--- config.mk ---
export PLATFORM = sky130hd
export DESIGN_NAME = fifo_generator
export DESIGN_NICKNAME = d
export VERILOG_FILES = /design/src/rtl/fifo_generator.sv
export SDC_FILE = /design/constraint.sdc
export NUM_CORES = 1
export LEC_CHECK = 0
export ABC_AREA = 1
export BUFFER_PORTS_ARGS = -buffer_cell sky130_fd_sc_hd__buf_4
export CAP_MARGIN = 20
export CORE_ASPECT_RATIO = 1.25
export CORE_MARGIN = 5
export CORE_UTILIZATION = 58
export CTS_CLUSTER_DIAMETER = 40
export CTS_CLUSTER_SIZE = 14
export DETAILED_ROUTE_END_ITERATION = 12
export GPL_TIMING_DRIVEN = 0
export HOLD_SLACK_MARGIN = 0.1
export PLACE_DENSITY_LB_ADDON = 0.05
export SLEW_MARGIN = 0
export SYNTH_ARGS = -nofsm -noshare
export SYNTH_HDL_FRONTEND = slang
export SYNTH_SLANG_ARGS = --single-unit
--- constraint.sdc ---
create_clock -name ARES_design_CLK -period 3.4 [get_ports ARES_design_CLK]
set_input_delay 0.34 -clock ARES_design_CLK [delete_from_list [all_inputs] [get_ports ARES_design_CLK]]
set_output_delay 0.34 -clock ARES_design_CLK [all_outputs]
set_load 0.01 [all_outputs]
--- src/rtl/fifo_generator.sv ---
// Single-clock 4-deep show-ahead FIFO with combinational head-of-queue read data.
// Optional sticky Overflow/Underflow outputs are enabled by defining FIFOGEN_ERR_FLAGS_EN.
module fifo_generator #(
   parameter int DATA_WIDTH = 32,
   parameter int DEPTH      = 4
) (
   input  logic                  ARES_design_CLK,
   input  logic                  ARES_design_RESET,
   input  logic [DATA_WIDTH-1:0] ARES_design_WData,
   input  logic                  ARES_design_Write,
   output logic                  ARES_design_Full,
   output logic [DATA_WIDTH-1:0] ARES_design_RData,
   input  logic                  ARES_design_Read,
`ifdef FIFOGEN_ERR_FLAGS_EN
   output logic                  ARES_design_Overflow,
   output logic                  ARES_design_Underflow,
`endif
   output logic                  ARES_design_Empty
);

   localparam int AW = $clog2(DEPTH);

   logic [DATA_WIDTH-1:0] mem [DEPTH];
   logic [AW-1:0]         wr_ptr;
   logic [AW-1:0]         rd_ptr;
   logic [AW:0]           count;
   logic                  push;
   logic                  pop;

   // Flags come only from the count register, so strobes never reach outputs.
   assign ARES_design_Empty = (count == '0);
   assign ARES_design_Full  = (count == (AW+1)'(DEPTH));
   assign ARES_design_RData = ARES_design_Empty ? '0 : mem[rd_ptr];

   assign push = ARES_design_Write & ~ARES_design_Full;
   assign pop  = ARES_design_Read  & ~ARES_design_Empty;

   always_ff @(posedge ARES_design_CLK) begin
      if (push)
         mem[wr_ptr] <= ARES_design_WData;
   end

   always_ff @(posedge ARES_design_CLK or negedge ARES_design_RESET) begin
      if (!ARES_design_RESET) begin
         wr_ptr <= '0;
         rd_ptr <= '0;
         count  <= '0;
      end else begin
         if (push)
            wr_ptr <= wr_ptr + 1'b1;
         if (pop)
            rd_ptr <= rd_ptr + 1'b1;
         case ({push, pop})
            2'b10:   count <= count + 1'b1;
            2'b01:   count <= count - 1'b1;
            default: count <= count;
         endcase
      end
   end

`ifdef FIFOGEN_ERR_FLAGS_EN
   always_ff @(posedge ARES_design_CLK or negedge ARES_design_RESET) begin
      if (!ARES_design_RESET) begin
         ARES_design_Overflow  <= 1'b0;
         ARES_design_Underflow <= 1'b0;
      end else begin
         if (ARES_design_Write && ARES_design_Full)
            ARES_design_Overflow <= 1'b1;
         if (ARES_design_Read && ARES_design_Empty)
            ARES_design_Underflow <= 1'b1;
      end
   end
`endif

endmodule

== Word level (Yosys, flattened, before mapping) ==
Memory sizes are Yosys's and may differ from the RTL's.
Index checks and enable logic that the tools add are counted.
Storage, ports and cells
  memories kept: 1
  bits in writable memories: 128
  register bits after elaboration: 7
  logic and storage cells: 21
  output and inout bits: 34
Operators by class
  eq/ne operators: 3
  add/sub/neg operators: 4
  muxes and demuxes: 4
  reduce and logical (&&, ||, !) cells: 2
  bitwise logic cells: 4
Memories
  mem: depth 4, bits a word 32, rd ports 1, clocked after Yosys merged registers in 0, wr ports 1, line 23  | logic [DATA_WIDTH-1:0] mem [DEPTH];
Operators by type and width (count)
  32-bit 2-to-1 mux: 1
  3-bit case mux with 2 select lines: 1
  2-bit by 1-bit adder with 2-bit output, second input constant: 2
  3-bit by 1-bit adder with 3-bit output, second input constant: 1
  3-bit equality test, second input constant: 1
  3-bit zero test: 1
  3-bit by 1-bit subtractor with 3-bit output, second input constant: 1
  1-bit AND: 2
  2-bit by 1-bit equality test with 1-bit output, second input constant: 1
  2-bit equality test, second input constant: 1
  1-bit 2-to-1 mux: 2
  1-bit NOT: 2
  2-bit nonzero test: 1

== Longest topological paths before layout ==
  word-level depth: 5
  gate-level depth with buffers: 12
  mapped depth without buffers: 12

== Worst setup path before layout ==
OpenSTA, ideal clock, no wires.
  path kind: register to register
  start: register count[0]
  end: memory mem[0][0], enable pin
  data arrival time: 2072 ps
  path slack: 907 ps
  stages on the path, launching flop included: 5
  cell sequence: dfrtp_1 -> inv_2 -> nand3_1 -> nand2_1 -> nor2_1
On the way
  cells in the longest elaborated chain, start to end: 5
Ends and longest elaborated chain
  start: declaration: line 26  | logic [AW:0] count;
  start signal: assignment: line 54  | 2'b10: count <= count + 1'b1;
  start signal: assignment: line 55  | 2'b01: count <= count - 1'b1;
  start signal: assignment: line 56  | default: count <= count;
  3-bit equality test: line 32  | assign ARES_design_Full = (count == (AW+1)'(DEPTH));
  1-bit NOT: line 35  | assign push = ARES_design_Write & ~ARES_design_Full;
  1-bit AND: line 35
  1-bit 2-to-1 mux: line 39  | if (push)
  1-bit 2-to-1 mux (implied by the code): line 40  | mem[wr_ptr] <= ARES_design_WData;
  end: declaration: line 23
Every way passes these cells.

== Worst setup path in the final report ==
  start: register count[0]
  end: output port ARES_design_RData[7]
On the way
  cells in the longest elaborated chain, start to end: 2
Ends and longest elaborated chain
  3-bit zero test: line 31  | assign ARES_design_Empty = (count == '0);
  32-bit 2-to-1 mux: line 33  | assign ARES_design_RData = ARES_design_Empty ? '0 : mem[rd_ptr];
  end: declaration: line 12  | output logic [DATA_WIDTH-1:0] ARES_design_RData,
Every way passes these cells.

==> flow_summary.yaml <==
timing:
  grt_setup_unrepaired: "false"
  drv_slew: 0
  period_needed_ns: 2.366
  finalSetupViolations: 0
  finClkSkew_ns: 0.006579
  max_freq_mhz: 422.6
  timing.hold.ws_ns: 0.1229
  tns_ns: 0
  max-slew-margin-rel_pct: 60.09
  finalCritPeriodShare_pct: 69.60
  hold_viol: 0
  worstMarginPinSlew_ns: 0.5987
detailed_routing:
  wl_per_cell_um: 15.75
  firstDrtPassIters: 5
  vias_per_cell: 5.102
  drc: 0
  drtIter0Drc: 239
  wirelength_um: 12570
  route.vias.total: 4071
  antenna_left: 0
critical_path:
  r2r_start: "count[0]"
  crit_buf_inv: 4
  crit_start: "count[0]"
  crit_fanout: 10
  r2r_setup_slack_ns: 1.26
  reg2reg_to: "count[2]"
  crit_path_max_incr_delay_ns: 0.47
  crit_path_start_kind: "register"
  path_class: "register to output port"
  cp.depth: 6
  cp_top_family: "buffers and inverters"
  worst-r2r-cell-count: 10
  cp_cell_sequence: "inv_2, nand3_1, inv_2, clkbuf_1, a21oi_1, buf_4"
  crit_end: "ARES_design_RData[7]"
  worstSetupEndpointType: "output port"
  cp.arrival_ns: 2.03
  cp_slowest_cell: "clkbuf_1"
  worst_path_most_repeated_cell: "inv_2"
  critical_path_required_ns: 3.06
logic_synthesis:
  avgSynthCellArea_um2: 10.43
  synth_fp_nets: 605
  yosys.area_share.simple_pct: 15.41
  synth.distinct_cells: 20
  yosysTopAreaCell: "edfxtp_1"
  syn-cell-area_mm2: 0.005871
  ys_warn_count: 0
  synth-xor-area-share_pct: 0.2984
  yosysSeqAreaShare_pct: 68.46
  synthMuxAreaShare_pct: 0
  synth_area_leaders: "edfxtp_1, nand2_1, nand3_1"
  synthAdderAreaFrac_pct: 1.407
  synth_top_area_share_pct: 65.47
  synth-seq-cells: 135
  syn_inst: 563
  synth_top_family_by_area: "simple AND/OR/NAND/NOR gates"
  synth-compound-area-share_pct: 2.899
clock_network:
  htreeDepth: 4
  cts_tree: "built"
  clk_pin_slew_worst_paths_ns: 0.06
  post_cts_buffers: 0
  cts_sinks: 135
  cts_buffers: 17
  ctsLongestPathBuffers: 2
  cts_root_buf: "clkbuf_16"
  clk-insertion-delay-late_ns: 0.41
  cts_resized: 0
pwr:
  netSwitchingPower_mw: 2.384
  swShare_pct: 36.61
  power_frac_seq_pct: 35.5
  p_int_mw: 4.127
  combPwrFrac_pct: 40.2
  power_density_mw_per_mm2: 906.0
  leakage_nw: 3.228
  clkPwrFrac_pct: 24.3
  ir_worst_vdd_v: 0.0005691
final_layout:
  layout-drive-gt1-share_pct: 27.50
  final_common_cell: "nand2_1"
  fin_nets: 698
  num_antenna_cells: 0
  regArea_mm2: 0.004019
  multi_input_area_mm2: 0.001205
  num-fill-cells: 700
  final_cell_area_mm2: 0.007186
  area_growth_pct: 22.40
  final_cell_mix: "nand2_1, edfxtp_1, inv_1, buf_4, nand3_1"
floorplanning:
  io-pin-count: 70
  die_w_um: 99.99
  initial_core_util_pct: 58.69
  core_area_mm2: 0.01000
  fp-row-count: 41
  dieArea_mm2: 0.01225
  die_height_um: 122.5
place:
  dpl_cell_area_mm2: 0.006660
  io_buffers: 69
  hpwlAfterDp_um: 7754
  gp_congestion: 0.7572
global_route:
  grt_pass1_wl_um: 19710
  grt_pass1_vias: 4062
  antenna_found_initial: 0
  gr-total-overflow: 0
  grt_start_max_net_pins: 28
  grtUsageTotal_pct: 21.54
hold_path:
  hold_class: "primary input to register"
status:
  status: "complete, no violations"
flow_run:
  maxCapViolCount: 0
-- cells by family (layout without fill, tap and decap cells) --
family,after synthesis,count (layout)
and+or+nand+nor,217,217
buffers and inverters,169,275
DFF,135,135
AOI/OAI and AO/OA,34,34
adders and majority gates,6,6
xor gates and xnor gates,2,2
-- worst min-delay path by stage --
stage	depth (start not counted)	startpoint	end	slack, ns
floorplan	0	ARES_design_RESET	count[0]	0.04
global route	1	ARES_design_WData[18]	mem[1][18]	0.11
global placement	1	ARES_design_RESET	wr_ptr[1]	0.17
detailed placement	1	ARES_design_RESET	wr_ptr[0]	0.17
CTS	1	ARES_design_WData[18]	mem[1][18]	0.11
finish	1	ARES_design_WData[9]	mem[2][9]	0.12
-- timing repair --
action / CTS / global route
hold buffers: 1 / 0
endpoints found under the hold margin: 7 / 0
setup endpoints to repair: 0 / 0
-- per-layer routing --
metal / global-route usage [%] / vias up / wire length (um)
met5: 0 / - / 0
met4: 8.425 / 0 / 119
met3: 4.491 / 11 / 725
met2: 38.48 / 131 / 6732
met1: 25.44 / 1966 / 4994
li1: - / 1963 / -
-- worst reg2reg max path, cell delays in order, from the launching register on --
cell and delay, ns:
dfrtp_1 0.40, inv_2 0.09, nand3_1 0.15, nand2_1 0.40
ha_1 0.26, inv_1 0.07, fa_1 0.38, nand2_1 0.10
nand3_1 0.07, nand2_1 0.06, nand2_1 0.05
-- area by class of cell --
cell class              count  area share (%)
well taps                 129           2.246
plain buffers              24           1.811
flip-flops and latches    135           55.93
clock inverters            15           1.254
clock buffers              17           5.920
inverters                 145           7.609
repair buffers             74           8.462
multi-input cells         259           16.77
-- power by group through the flow --
stage | sequential (mW) | combinational, mW | clock [mW]
3_5_place_dp | 2.34 | 2.63 | 0
5_1_grt | 2.33 | 2.89 | 1.67
2_1_floorplan | 2.33 | 1.49 | 0
3_3_place_gp | 2.36 | 2.47 | 0
4_1_cts | 2.31 | 2.65 | 1.59
6_report | 2.31 | 2.62 | 1.58
-- state kept, by name, indices dropped and copies added, names as in the netlist --
signal,flops
wr_ptr,2
count,3
rd_ptr,2
mem,128
-- Yosys cell counts, drive strengths merged --
library cell and n:
fa 1, nor2 4, clkbuf 5, nand2 142, clkinv 3, buf 19, ha 5, o21ai 2
nand4 1, inv 142, a21oi 32, nand3 70, dfrtp 7, xnor2 2, edfxtp 128
-- per-stage QoR --
stage	total power [mW]	instances	worst slack [ns]	util [%]
after floorplan	3.819	563	0.9067	-
after global placement	4.825	761	-0.2938	65.48
after detailed placement	4.968	765	1.280	66.58
after CTS	6.550	798	1.031	71.83
after global routing	6.895	798	0.9238	71.83
final	6.510	798	1.034	71.83
(Power assumes the default switching activity.)
